**src/rtl/eq_pkg.sv**
```systemverilog
// ============================================================================
// Module : eq_pkg
// Brief  : Shared types and constants for the equalizer pot scan controller.
// Rev    : 1.0 - initial release
// ============================================================================
`default_nettype none

package eq_pkg;

  typedef enum logic [1:0] {
    IDLE  = 2'd0,
    START = 2'd1,
    WAIT  = 2'd2,
    GAP   = 2'd3
  } scan_state_t;

  localparam int NUM_POTS = 6;

  // Scan slot -> ADC128S channel; the board wiring is not in channel order.
  localparam logic [2:0] CH_MAP [NUM_POTS] = '{3'd1, 3'd0, 3'd4, 3'd2, 3'd3, 3'd7};

  localparam logic [2:0] POT_LP_IDX = 3'd0;
  localparam logic [2:0] POT_B1_IDX = 3'd1;
  localparam logic [2:0] POT_B2_IDX = 3'd2;
  localparam logic [2:0] POT_B3_IDX = 3'd3;
  localparam logic [2:0] POT_HP_IDX = 3'd4;
  localparam logic [2:0] VOLUME_IDX = 3'd5;

  function automatic logic [2:0] chnl_of(input logic [2:0] idx);
    if (idx < 3'(NUM_POTS)) begin
      chnl_of = CH_MAP[idx];
    end else begin
      chnl_of = CH_MAP[0];
    end
  endfunction

endpackage

`default_nettype wire

```
**src/rtl/pot_scan_ctrl_if.sv**
```systemverilog
// ============================================================================
// Module : pot_scan_ctrl_if
// Brief  : strt_cnv/cnv_cmplt handshake between scan controller and SPI A2D.
// Rev    : 1.0 - initial release
// ============================================================================
`default_nettype none

interface pot_scan_ctrl_if;
  logic        strt_cnv;
  logic [2:0]  chnnl;
  logic        cnv_cmplt;
  logic [11:0] res;

  modport master (
    output strt_cnv,
    output chnnl,
    input  cnv_cmplt,
    input  res
  );

  modport slave (
    input  strt_cnv,
    input  chnnl,
    output cnv_cmplt,
    output res
  );
endinterface

`default_nettype wire

```
**src/rtl/pot_timer.sv**
```systemverilog
// ============================================================================
// Module : pot_timer
// Brief  : Clearable up-counter with terminal-count compare.
// Rev    : 1.0 - initial release
// ============================================================================
`default_nettype none

module pot_timer #(
  parameter int WIDTH = 13
) (
  input  logic             clk,
  input  logic             rst,
  input  logic             clr,
  input  logic [WIDTH-1:0] tc_val,
  output logic             tc
);

  logic [WIDTH-1:0] cnt_q;
  logic [WIDTH-1:0] cnt_d;

  always_comb begin
    cnt_d = cnt_q + WIDTH'(1);
    if (clr) begin
      cnt_d = '0;
    end
  end

  always_ff @(posedge clk or posedge rst) begin
    if (rst) begin
      cnt_q <= '0;
    end else begin
      cnt_q <= cnt_d;
    end
  end

  assign tc = (cnt_q == tc_val);

endmodule

`default_nettype wire

```
**src/rtl/pot_scan_ctrl.sv**
```systemverilog
// ============================================================================
// Module : pot_scan_ctrl
// Brief  : Round-robin A2D sequencer for the six equalizer pots with IIR smoothing.
// Rev    : 1.0 - initial release
// ============================================================================
`default_nettype none

module pot_scan_ctrl
  import eq_pkg::*;
#(
  parameter int SCAN_GAP = 1024,
  parameter int TIMEOUT  = 4096,
  parameter int SMOOTH   = 0
) (
  input  logic                   clk,
  input  logic                   rst,
  input  logic                   en,
  pot_scan_ctrl_if.master        a2d,
  output logic [11:0]            POT_LP,
  output logic [11:0]            POT_B1,
  output logic [11:0]            POT_B2,
  output logic [11:0]            POT_B3,
  output logic [11:0]            POT_HP,
  output logic [11:0]            VOLUME,
  output logic                   scan_done,
  output logic                   err
);

  localparam int TMR_MAX = (TIMEOUT > SCAN_GAP) ? TIMEOUT : SCAN_GAP;
  localparam int TMR_W   = $clog2(TMR_MAX + 1);

  scan_state_t         state_q, state_d;
  logic [2:0]          idx_q, idx_d;
  logic                err_q, err_d;
  logic                scan_done_q, scan_done_d;
  logic [11:0]         pot_q [NUM_POTS];
  logic [11:0]         pot_d [NUM_POTS];
  logic [NUM_POTS-1:0] seen_q, seen_d;

  logic                upd;
  logic                adv;
  logic                tmr_clr;
  logic                tmr_tc;
  logic [TMR_W-1:0]    tmr_tc_val;

  logic [11:0]         cur_pot;
  logic [11:0]         new_pot;
  logic signed [12:0]  diff;
  logic signed [12:0]  step;

  // One timer serves both WAIT timeout and GAP length; every state entry restarts it.
  assign tmr_clr    = (state_d != state_q);
  assign tmr_tc_val = (state_q == GAP) ? TMR_W'(SCAN_GAP - 1) : TMR_W'(TIMEOUT - 1);

  pot_timer #(
    .WIDTH (TMR_W)
  ) u_timer (
    .clk    (clk),
    .rst    (rst),
    .clr    (tmr_clr),
    .tc_val (tmr_tc_val),
    .tc     (tmr_tc)
  );

  always_comb begin
    state_d     = state_q;
    idx_d       = idx_q;
    err_d       = err_q;
    scan_done_d = 1'b0;
    upd         = 1'b0;
    adv         = 1'b0;
    case (state_q)
      IDLE: begin
        if (en) begin
          idx_d   = '0;
          state_d = START;
        end
      end
      START: begin
        state_d = WAIT;
      end
      WAIT: begin
        // A completion on the terminal-count cycle wins over the timeout.
        if (a2d.cnv_cmplt) begin
          upd = 1'b1;
          adv = 1'b1;
        end else if (tmr_tc) begin
          err_d = 1'b1;
          adv   = 1'b1;
        end
        if (adv) begin
          if (idx_q == VOLUME_IDX) begin
            scan_done_d = 1'b1;
            state_d     = GAP;
          end else begin
            idx_d   = idx_q + 3'd1;
            state_d = START;
          end
        end
      end
      GAP: begin
        if (tmr_tc) begin
          if (en) begin
            idx_d   = '0;
            state_d = START;
          end else begin
            state_d = IDLE;
          end
        end
      end
      default: begin
        state_d = IDLE;
      end
    endcase
  end

  always_comb begin
    cur_pot = pot_q[idx_q];
    diff    = $signed({1'b0, a2d.res}) - $signed({1'b0, cur_pot});
    step    = diff >>> SMOOTH;
    new_pot = seen_q[idx_q] ? (cur_pot + step[11:0]) : a2d.res;
    seen_d  = seen_q;
    for (int i = 0; i < NUM_POTS; i++) begin
      pot_d[i] = pot_q[i];
      if (upd && (idx_q == 3'(i))) begin
        pot_d[i]  = new_pot;
        seen_d[i] = 1'b1;
      end
    end
  end

  always_ff @(posedge clk or posedge rst) begin
    if (rst) begin
      state_q     <= IDLE;
      idx_q       <= '0;
      err_q       <= 1'b0;
      scan_done_q <= 1'b0;
      seen_q      <= '0;
      for (int i = 0; i < NUM_POTS; i++) begin
        pot_q[i] <= 12'h000;
      end
    end else begin
      state_q     <= state_d;
      idx_q       <= idx_d;
      err_q       <= err_d;
      scan_done_q <= scan_done_d;
      seen_q      <= seen_d;
      for (int i = 0; i < NUM_POTS; i++) begin
        pot_q[i] <= pot_d[i];
      end
    end
  end

  assign a2d.strt_cnv = (state_q == START);
  assign a2d.chnnl    = chnl_of(idx_q);

  assign POT_LP    = pot_q[POT_LP_IDX];
  assign POT_B1    = pot_q[POT_B1_IDX];
  assign POT_B2    = pot_q[POT_B2_IDX];
  assign POT_B3    = pot_q[POT_B3_IDX];
  assign POT_HP    = pot_q[POT_HP_IDX];
  assign VOLUME    = pot_q[VOLUME_IDX];
  assign scan_done = scan_done_q;
  assign err       = err_q;

endmodule

`default_nettype wire

```
**src/flat_wrapper.sv**
```systemverilog
// flat-port wrapper written by rule: the top's interface ports become plain ports
module pot_scan_ctrl_flat import eq_pkg::*;
#(
  parameter int SCAN_GAP = 1024,
  parameter int TIMEOUT  = 4096,
  parameter int SMOOTH   = 0
)
  (clk, rst, en, POT_LP, POT_B1, POT_B2, POT_B3, POT_HP, VOLUME, scan_done, err, a2d_strt_cnv, a2d_chnnl, a2d_cnv_cmplt, a2d_res);
  pot_scan_ctrl_if a2d_i ();
  input  logic clk;
  input  logic rst;
  input  logic en;
  output logic [11:0] POT_LP;
  output logic [11:0] POT_B1;
  output logic [11:0] POT_B2;
  output logic [11:0] POT_B3;
  output logic [11:0] POT_HP;
  output logic [11:0] VOLUME;
  output logic scan_done;
  output logic err;
  output wire logic [$bits(a2d_i.strt_cnv)-1:0] a2d_strt_cnv;
  output wire logic [$bits(a2d_i.chnnl)-1:0] a2d_chnnl;
  input wire logic [$bits(a2d_i.cnv_cmplt)-1:0] a2d_cnv_cmplt;
  input wire logic [$bits(a2d_i.res)-1:0] a2d_res;
  assign a2d_strt_cnv = a2d_i.strt_cnv;
  assign a2d_chnnl = a2d_i.chnnl;
  assign a2d_i.cnv_cmplt = a2d_cnv_cmplt;
  assign a2d_i.res = a2d_res;
  pot_scan_ctrl #(.SCAN_GAP(SCAN_GAP), .TIMEOUT(TIMEOUT), .SMOOTH(SMOOTH)) u_core (.clk(clk), .rst(rst), .en(en), .a2d(a2d_i), .POT_LP(POT_LP), .POT_B1(POT_B1), .POT_B2(POT_B2), .POT_B3(POT_B3), .POT_HP(POT_HP), .VOLUME(VOLUME), .scan_done(scan_done), .err(err));
endmodule
```
**config.mk**
```make
export PLATFORM = sky130hd
export DESIGN_NAME = pot_scan_ctrl_flat
export DESIGN_NICKNAME = d
export VERILOG_FILES = /design/src/rtl/eq_pkg.sv /design/src/rtl/pot_scan_ctrl_if.sv /design/src/rtl/pot_timer.sv /design/src/rtl/pot_scan_ctrl.sv /design/src/flat_wrapper.sv
export SDC_FILE = /design/constraint.sdc
export NUM_CORES = 1
export LEC_CHECK = 0
export ABC_CLOCK_PERIOD_IN_PS = 2600
export CAP_MARGIN = 20
export CELL_PAD_IN_SITES_DETAIL_PLACEMENT = 1
export CELL_PAD_IN_SITES_GLOBAL_PLACEMENT = 2
export CORE_MARGIN = 2
export CORE_UTILIZATION = 29
export DETAILED_ROUTE_END_ITERATION = 7
export PLACE_DENSITY = 0.77
export SLEW_MARGIN = 20
export SYNTH_ARGS = -nofsm -noshare
export SYNTH_HDL_FRONTEND = slang
export SYNTH_HIERARCHICAL = 1
export SYNTH_SLANG_ARGS = --single-unit
```
**constraint.sdc**
```tcl
create_clock -name clk -period 2.6 [get_ports clk]
set_clock_uncertainty 0.05 [all_clocks]
set_input_delay 0.39 -clock clk [delete_from_list [all_inputs] [get_ports clk]]
set_output_delay 0.39 -clock clk [all_outputs]
set_load 0.01 [all_outputs]
```
# ---- After elaboration in Yosys (flattened, before gate mapping)
# Memories as Yosys holds them, arrays and structs flattened.
# Cells that the tools add are included.
dict set report word_totals {
  in_bits 16
  register_bits 98
  word_cells 81
  n_memories 1
  rom_bits 24
  output_inout_bits 78
  latch_bits 0
  mem_bits_rw 0
}
dict set report classes {
  n_eq_ne 13
  bitwise 2
  order_cmp 3
  addsub 4
  n_shift 0
  mul 0
  reduce_logical 11
  n_mux 30
  n_div 0
}
# memory words word_bits read_ports rd_clocked_by_memory_dff write_ports line
set mem_list {}
lappend mem_list {{(no name shown)} 8 3 1 0 0 eq_pkg.sv:31} ;# chnl_of = CH_MAP[idx];
# op n
set ops {}
lappend ops {{$mux 12} 4}
lappend ops {{$bmux 12 s3} 1}
lappend ops {{$mux 3} 7}
lappend ops {{$add 13x1->13 const B} 1}
lappend ops {{$eq 13x13->1} 1}
lappend ops {{$mux 13} 1}
lappend ops {{$add 12x12->12} 1}
lappend ops {{$sub 12x12->12} 1}
lappend ops {{$mux 1} 10}
lappend ops {{$pmux 3 s3} 1}
lappend ops {{$mux 2} 4}
lappend ops {{$pmux 2 s4} 1}
lappend ops {{$eq 3x2->1 const B} 2}
lappend ops {{$eq 3x3->1 const B} 2}
lappend ops {{$logic_and 1x1->1} 6}
lappend ops {{$eq 2x2->1 const B} 2}
lappend ops {{$ge 4x4->1 const B} 1}
lappend ops {{$lt 3x4->1 const B} 1}
lappend ops {{$ne 2x1->1 const B} 2}
lappend ops {{$not 3->4} 1}
lappend ops {{$reduce_and 4->1} 1}
lappend ops {{$add 3x1->3 const B} 1}
lappend ops {{$bmux 1 s3} 1}
lappend ops {{$eq 3x1->1 const B} 1}
lappend ops {{other kinds (9)} 9}

# ---- Logic depth before layout (Yosys ltp)
# Gate-level depths: netlist of the first run.
dict set report logic_depth {
  word_depth 10
  mapped_depth 12
  ltp_nobuf 10
}

# ---- Hierarchy
# Netlist of the first run, hierarchy kept.
# mod n_inst area_per_inst_um2 cells_each seq_area_each_um2
set modules_own_cells {}
lappend modules_own_cells {pot_scan_ctrl 1 3832.4 392 2127.0}
lappend modules_own_cells {pot_timer 1 744.5 78 325.3}

# ---- Worst setup path before layout of the first run
# Ideal clock, no wire load.
dict set report synth_timing {
  path_type {register to register}
  start {register u_core.state_q[1]}
  end {register u_core.u_timer.cnt_q[0]}
  period_less_slack_ns 2.588
  path_stages_with_launch 12
  path_buffers 3
  t_required_ns 2.418
  setup_time_ns 0.132
  arrival_ns 2.406
  path_slack_ns 0.012
  path_cell_list {dfrtp_1 > clkbuf_1 > nand2_1 > xor2_1 > nor4_1 > nand4_1 > nor4_2 > clkbuf_1 > a21oi_1 > a21oi_1 > clkbuf_1 > nor2_1}
}
dict set report synth_via {
  elab_chain_len 10
  word_cells_on_any_way 15
  cone_classes {eq/ne: 5; mux: 9; reduce/logical: 1}
}
# item line
set synth_lines {}
lappend synth_lines {{start, declared} pot_scan_ctrl.sv:32} ;# scan_state_t state_q, state_d;
lappend synth_lines {{start signal, assigned} pot_scan_ctrl.sv:143} ;# state_q <= state_d;
lappend synth_lines {{$eq 2x2->1 *} pot_scan_ctrl.sv:53} ;# assign tmr_tc_val = (state_q == GAP) ? TMR_W'(SCAN_GAP - 1) : TMR_W'(TIMEOUT - 1);
lappend synth_lines {{$mux 12 *} pot_scan_ctrl.sv:53}
lappend synth_lines {{via u_core.tmr_tc_val[10]} pot_scan_ctrl.sv:44} ;# logic [TMR_W-1:0] tmr_tc_val;
lappend synth_lines {{$eq 13x13->1 *} pot_timer.sv:36} ;# assign tc = (cnt_q == tc_val);
lappend synth_lines {{via u_core.tmr_tc} pot_scan_ctrl.sv:43} ;# logic tmr_tc;
lappend synth_lines {{$mux 1} pot_scan_ctrl.sv:87} ;# end else if (tmr_tc) begin
lappend synth_lines {{$mux 1} pot_scan_ctrl.sv:84} ;# if (a2d.cnv_cmplt) begin
lappend synth_lines {{$mux 1} pot_scan_ctrl.sv:72} ;# case (state_q)
lappend synth_lines {{$mux 2} pot_scan_ctrl.sv:91} ;# if (adv) begin
lappend synth_lines {{$pmux 2 s4 *} pot_scan_ctrl.sv:72}
lappend synth_lines {{$ne 2x2->1 *} pot_scan_ctrl.sv:52} ;# assign tmr_clr = (state_d != state_q);
lappend synth_lines {{via u_core.tmr_clr} pot_scan_ctrl.sv:42} ;# logic tmr_clr;
lappend synth_lines {{$mux 13 *} pot_timer.sv:23} ;# if (clr) begin
lappend synth_lines {{via u_core.u_timer.cnt_d[0]} pot_timer.sv:19} ;# logic [WIDTH-1:0] cnt_d;
lappend synth_lines {{end signal, assigned} pot_timer.sv:32} ;# cnt_q <= cnt_d;
lappend synth_lines {{end, declared} pot_timer.sv:18} ;# logic [WIDTH-1:0] cnt_q;
# Mark *: on every way through the listed nets, which the timed path passes. The rest lies on a longest branch. The select of a mux whose other input is x is not followed.
# A chain may end at the register's enable or synchronous reset.

# ---- Worst setup path after layout of the first run
dict set report layout_timing {
  start {input a2d_res[3]}
  end {register u_core.pot_q, in the netlist u_core/POT_HP[9]}
}
dict set report layout_via {
  elab_chain_len 3
}
# item line
set layout_lines {}
lappend layout_lines {{start, declared} flat_wrapper.sv:24} ;# input wire logic [$bits(a2d_i.res)-1:0] a2d_res;
lappend layout_lines {{$sub 12x12->12} pot_scan_ctrl.sv:119} ;# diff = $signed({1'b0, a2d.res}) - $signed({1'b0, cur_pot});
lappend layout_lines {{$add 12x12->12} pot_scan_ctrl.sv:121} ;# new_pot = seen_q[idx_q] ? (cur_pot + step[11:0]) : a2d.res;
lappend layout_lines {{$mux 12} pot_scan_ctrl.sv:121}
lappend layout_lines {{end signal, assigned by index} pot_scan_ctrl.sv:149} ;# pot_q[i] <= pot_d[i];
lappend layout_lines {{end, declared} pot_scan_ctrl.sv:36} ;# logic [11:0] pot_q [NUM_POTS];
# No other way between the ends.

==> flow_summary.ini, run 1 <==
[layout]
finish.utilization_pct = 42.3
areaGrowthSynthToFinish_pct = 41.7
final_cell_area_sq_mm = 0.00648
diodes = 0
drive_gt1_share_pct = 15.0
instances_no_fill = 830
final_net_count = 646

[run_status]
outcome = finished, final reports clean

[place]
io_buffer_count = 93
dp.cells = 814
dp_hpwl_mm = 10.1
placed_area_sq_mm = 0.00614
gp_congestion = 0.787

[global_route]
grt_pass1_vias = 4019
grt_usage_pct = 16.3
grt_start_max_net_pins = 31
grt.overflow.total = 0
grt_pass1_wl_mm = 21.1
antenna_found_initial = 0

[cts]
cts_root_buf = clkbuf_16
cts_inserted_buffers = 9
clock_sinks = 98
clk_pin_slew_ns = 0.07
clockBufferDepth = 2
worstSkewPairLatency_ns = 0.35
cts_tree = built
ctsHoldBuffers = 0
h-tree-depth = 3

[yosys]
syn_inst = 470
ys_types = 50
synth_flop_cell = dfrtp_1
ys_seq_area_share_pct = 53.6
ys_seq_elements = 98
synth_area_per_cell_sq_um = 9.74
async_reset_ff_share_pct = 100
synth_edf_count = 0
synthesis.area_sq_mm = 0.00458
yosys_warnings = 6

[timing]
final-setup-viol-count = 0
max_freq_mhz = 399
max-slew-margin-rel_pct = 50.9
finalHoldViolations = 0
fin_crit_ns = 2.50
slew_viol_final = 0
worst_pin_slew_ns = 0.735
post-route-period-util_pct = 96.3

[worst_setup_path]
end_kind = flop
rr_worst_depth = 11
crit_path_start_kind = primary input
cp.required_ns = 2.77
r2r-end = u_core/idx_q[1]$_DFFE_PP0P_
crit_chain = clkdlybuf4s50_1 -> inv_1 -> ha_2 -> or3_1 -> o22a_4 -> a2111oi_4 -> a2111oi_2 -> a21oi_2 -> o21ai_0
cp_max_fo = 6
crit_buf_inv = 2
critPathTopFamily = compound AO/OA/AOI/OAI gates
crit_path_top_delay_cell = clkdlybuf4s50_1
rrSetupSlack_ns = 0.38
slowest_delay_ns = 0.50
r2r-start = u_core/state_q[1]$_DFF_PP0_
worstPathArrival_ns = 2.67
worstSetupPathType = in2reg

[die]
dieArea_sq_mm = 0.0168
die_x_um = 130
start_util_pct = 29.9
fp.dieH_um = 130
fp-row-count = 45
core_area_sq_mm = 0.0153
ios = 94

[route]
ant_nets = 0
wire_per_inst_um = 16.0
viasPerCell = 4.65
vias = 3860
drc_errors = 0
drt_iter0_markers = 148
wl_mm = 13.3
drt_pass1_iterations = 4

[flow_run]
maxCapViolations = 0

[power]
ir_drop_mv = 0.329
p_per_area_mw_per_mm2 = 953
leakagePower_uw = 0.00290

[hold_path]
hold_class = in2async
-- power breakdown --
group / switching (uW) / internal [uW] / leakage, uW
Combinational: 1380 / 1290 / 0.00145
Sequential: 321 / 1930 / 0.00131
Clock: 599 / 660 / 0.000134
-- cells in the mapped netlist, drive strengths merged (2+ instances only) --
| cell type | instances | share of area [%] |
|---|---|---|
| and2 | 3 | 0.41 |
| nor3 | 9 | 0.98 |
| dfrtp | 98 | 54 |
| nand4 | 7 | 1.1 |
| nand2 | 91 | 7.5 |
| nor2b | 3 | 0.41 |
| xor2 | 11 | 2.3 |
| o21a | 3 | 0.49 |
| conb | 2 | 0.16 |
| nand2b | 7 | 0.96 |
| nand3 | 7 | 0.77 |
| a2111oi | 2 | 0.38 |
| or3 | 5 | 0.68 |
| a21o | 2 | 0.36 |
| mux2 | 5 | 1.2 |
| a211oi | 2 | 0.33 |
| a21oi | 17 | 2.1 |
| inv | 20 | 1.6 |
| o21bai | 2 | 0.33 |
| ha | 16 | 4.4 |
| a31oi | 2 | 0.27 |
| clkbuf | 18 | 1.5 |
| nor4 | 2 | 0.41 |
| mux2i | 4 | 0.87 |
| nor2 | 21 | 1.7 |
| a22o | 2 | 0.38 |
| xnor2 | 16 | 3.1 |
| o21ai | 76 | 8.3 |
| o31ai | 3 | 0.60 |
-- state kept, by name (all words and copies together), names as in the netlist --
name / cells
u_core/u_timer/cnt_q: 13
u_core/POT_B1: 12
u_core/idx_q: 3
u_core/scan_done: 1
u_core/POT_B3: 12
u_core/seen_q: 6
u_core/POT_HP: 12
u_core/POT_B2: 12
u_core/state_q: 2
u_core/err: 1
u_core/VOLUME: 12
u_core/POT_LP: 12
-- area by class of cell --
class                           count  area [sq um]
Sequential cell                    98          2450
Fill cell                        1761          8830
Clock inverter                      6          47.5
Timing Repair Buffer              143          1330
Clock buffer                       10           229
Tap cell                          211           264
Multi-Input combinational cell    342          2080
Inverter                           20          78.8
-- metal layers --
| metal | share of wire (%) | global-route usage, % | up-vias | routed length [um] |
|---|---|---|---|---|
| li1 | - | - | 1880 | - |
| met1 | 44 | 20.1 | 1888 | 5900 |
| met2 | 50 | 28.5 | 79 | 6610 |
| met3 | 4.8 | 4.34 | 13 | 643 |
| met4 | 0.95 | 3.67 | 0 | 126 |
| met5 | 0 | 0 | - | 0 |
-- logic make-up after synthesis --
kind of cell / share of synthesized area [%]
AND/OR/NAND/NOR: 15.7
AO/OA/AOI/OAI: 15.0
flip-flops: 53.6
buffers and inverters: 3.23
XOR/XNOR: 5.33
adder cells (fa/ha/maj): 4.37
multiplexers: 2.60
other: 0.164
-- through the flow --
stage               setup WS [ns]  hold slack, ns  TNS (ns)  power, uW
floorplan                  0.0120           0.217         0       3420
global placement           -0.304           0.400     -5.60       4830
detailed placement         -0.371           0.414     -8.22       4940
CTS                       0.00117           0.431         0       6230
global route             -0.00496           0.441  -0.00496       6620
finish                     0.0961           0.415         0       6180
-- layout by cell type (no fill, tap or decap), types with 6 or more instances in the layout --
cell,n
a21oi_1,12
buf_4,48
clkbuf_16,9
clkdlybuf4s50_1,93
conb_1,11
dfrtp_1,98
ha_1,15
inv_1,19
nand2_1,90
nand2b_1,7
nand3_1,7
nand4_1,6
nor2_1,21
nor3_1,9
o21ai_0,62
o21ai_1,14
xnor2_1,16
xor2_1,10
-- repair_timing --
action / 4_1_cts / 5_1_grt
gates resized for setup: 0 / 21
setup buffers: 0 / 0
endpoints found under the setup margin: 0 / 27
-- worst max-delay path by stage --
stage / from / end / slack, ns / depth (start not counted)
floorplan: u_core/state_q[1]$_DFF_PP0_ / u_core/u_timer/cnt_q[0]$_DFF_PP0_ / 0.01 / 11
global placement: a2d_res[3] / u_core/POT_HP[9]$_DFFE_PP0P_ / -0.30 / 9
detailed placement: a2d_res[3] / u_core/POT_HP[9]$_DFFE_PP0P_ / -0.37 / 9
CTS: a2d_res[3] / u_core/POT_HP[9]$_DFFE_PP0P_ / 0.001 / 9
global route: a2d_res[3] / u_core/POT_HP[9]$_DFFE_PP0P_ / -0.005 / 9
finish: a2d_res[3] / u_core/POT_HP[9]$_DFFE_PP0P_ / 0.1 / 9
No activity file was read; power rests on OpenSTA's default activity.
==> run 2, diff against run 1 <==
Settings changed: MAX_ROUTING_LAYER from default to met4.
==> run 2 against run 1 <==
- maximum frequency decreased by 0.12%
- via count up 0.26%
- combinational power hardly changed
- die area unchanged
- non-clock buffer count unchanged
- final cell count did not move
- sequential power about the same
- power shrank 0.16%
==> flow_summary.ini, run 2 (synthesis gave the netlist of run 1 again) <==
[layout]
largest_reg_flops = 13
areaGrowthSynthToFinish_pct = 41.7
final_net_count = 646
final_common_cell = dfrtp_1
finish.utilization_pct = 42.3
final_cell_mix = dfrtp_1 (98), clkdlybuf4s50_1 (93), nand2_1 (90), o21ai_0 (62), buf_4 (48)
diodes = 0
fillers = 1761
instances_no_fill = 830
max_flop_register = u_core/u_timer/cnt_q
drive_gt1_share_pct = 15.0

[global_route]
grt_pass1_wl_mm = 21.1
grt_start_max_net_pins = 31
grt_pass1_vias = 4024
antenna_found_initial = 0
grt.overflow.total = 0
grt_usage_pct = 16.8

[die]
dieArea_sq_mm = 0.0168
die_x_um = 130
fp-row-count = 45
fp.dieH_um = 130
core_area_sq_mm = 0.0153
ios = 94
start_util_pct = 29.9

[power]
p_per_area_mw_per_mm2 = 952
p_switching_uw = 2290
p_total_uw = 6170
seqPwrFrac_pct = 36.5
switching_share_pct = 37.1
clkPwrFrac_pct = 20.3
intPower_uw = 3880
leakagePower_uw = 0.00290
ir_drop_mv = 0.329
p_comb_share_pct = 43.2

[place]
dp_hpwl_mm = 10.1
io_buffer_count = 93
gp_congestion = 0.798
dp.cells = 814

[route]
wire_per_inst_um = 16.0
drt_iter0_markers = 145
ant_nets = 0
drt_pass1_iterations = 4
vias = 3870
viasPerCell = 4.66
drc_errors = 0
wl_mm = 13.2

[worst_setup_path]
cp_max_fo = 6
slowest_delay_ns = 0.50
crit_path_top_delay_cell = clkdlybuf4s50_1
crit_path_start_kind = primary input
end_kind = flop
cp.required_ns = 2.77
crit_chain = clkdlybuf4s50_1 -> inv_1 -> ha_2 -> or3_1 -> o22a_4 -> a2111oi_4 -> a2111oi_2 -> a21oi_2 -> o21ai_0
worstPathArrival_ns = 2.67
worstSetupPathType = in2reg
crit_buf_inv = 2
critPathTopFamily = compound AO/OA/AOI/OAI gates
rrSetupSlack_ns = 0.37

[timing]
fin_crit_ns = 2.51
max-slew-margin-rel_pct = 50.8
post-route-period-util_pct = 96.4
max_freq_mhz = 399
slew_viol_final = 0
worst_pin_slew_ns = 0.736
finalHoldViolations = 0
final-setup-viol-count = 0

[hold_path]
hold_class = in2async

[cts]
cts_inserted_buffers = 9
clock_sinks = 98
clk_pin_slew_ns = 0.07
cts_setup_buffers = 0
cts_root_buf = clkbuf_16
clockBufferDepth = 2
worstSkewPairLatency_ns = 0.34
ctsHoldBuffers = 0
cts_tree = built
h-tree-depth = 3

[run_status]
outcome = finished, final reports clean

[flow_run]
maxCapViolations = 0
-- run 2: worst paths after layout --
check,startpoint,end,depth (start not counted)
max,a2d_res[3],u_core/POT_HP[9]$_DFFE_PP0P_,9
min,rst,u_core/u_timer/cnt_q[9]$_DFF_PP0_,2
max reg2reg,u_core/state_q[1]$_DFF_PP0_,u_core/idx_q[1]$_DFFE_PP0P_,11
min reg2reg,u_core/seen_q[1]$_DFFE_PP0P_,u_core/seen_q[1]$_DFFE_PP0P_,1
max in group asynchronous,rst,u_core/POT_B1[0]$_DFFE_PP0P_,3
min in group clk,u_core/seen_q[1]$_DFFE_PP0P_,u_core/seen_q[1]$_DFFE_PP0P_,1
-- run 2: power by group through the flow --
| stage | Clock [uW] | Sequential [uW] | Combinational, uW |
|---|---|---|---|
| finish | 1250 | 2250 | 2670 |
| global route | 1380 | 2320 | 2930 |
| CTS | 1300 | 2260 | 2660 |
| detailed placement | 0 | 2290 | 2650 |
| global placement | 0 | 2270 | 2560 |
| floorplan | 0 | 2330 | 1080 |
-- run 2: routing by layer --
layer  wire (um)  global-route usage (%)  vias to the layer above  share of wire [%]
met2        6630                    28.5                       88                 50
met5           0                       -                        -                  0
met1        5880                    20.1                     1895                 44
met3         645                    4.54                        9                4.9
li1            -                       -                     1878                  -
met4          86                    3.48                        0               0.65
-- run 2: what timing repair did --
| item | CTS | global route |
|---|---|---|
| endpoints found under the hold margin | 0 | 0 |
| setup endpoints to repair | 0 | 27 |
| resized for setup | 0 | 21 |
-- run 2: area by class of cell --
cell class | instances | area [sq um] | share of cell area [%]
clock buffers | 10 | 229 | 3.53
clock inverters | 6 | 47.5 | 0.733
inverters | 20 | 78.8 | 1.22
multi-input cells | 342 | 2080 | 32.1
flip-flops and latches | 98 | 2450 | 37.8
well taps | 211 | 264 | 4.07
repair buffers | 143 | 1330 | 20.5
-- run 2: worst register-to-register path, delay by kind of cell (launching register included) --
family,cells,cell delay (ns)
simple gates,5,0.89
compound gates,4,0.45
flops,1,0.35
buf+inv,1,0.20
xor+xnor,1,0.16
-- run 2: metrics by stage --
stage	area [sq um]	setup WS [ns]	hold slack, ns	setup TNS (ns)
2_1_floorplan	4610	0.0120	0.217	0
5_1_grt	6480	-0.00305	0.441	-0.00305
3_3_place_gp	6140	-0.304	0.400	-5.60
6_report	6480	0.0930	0.423	0
3_5_place_dp	6140	-0.371	0.414	-8.22
4_1_cts	6410	0.00117	0.431	0
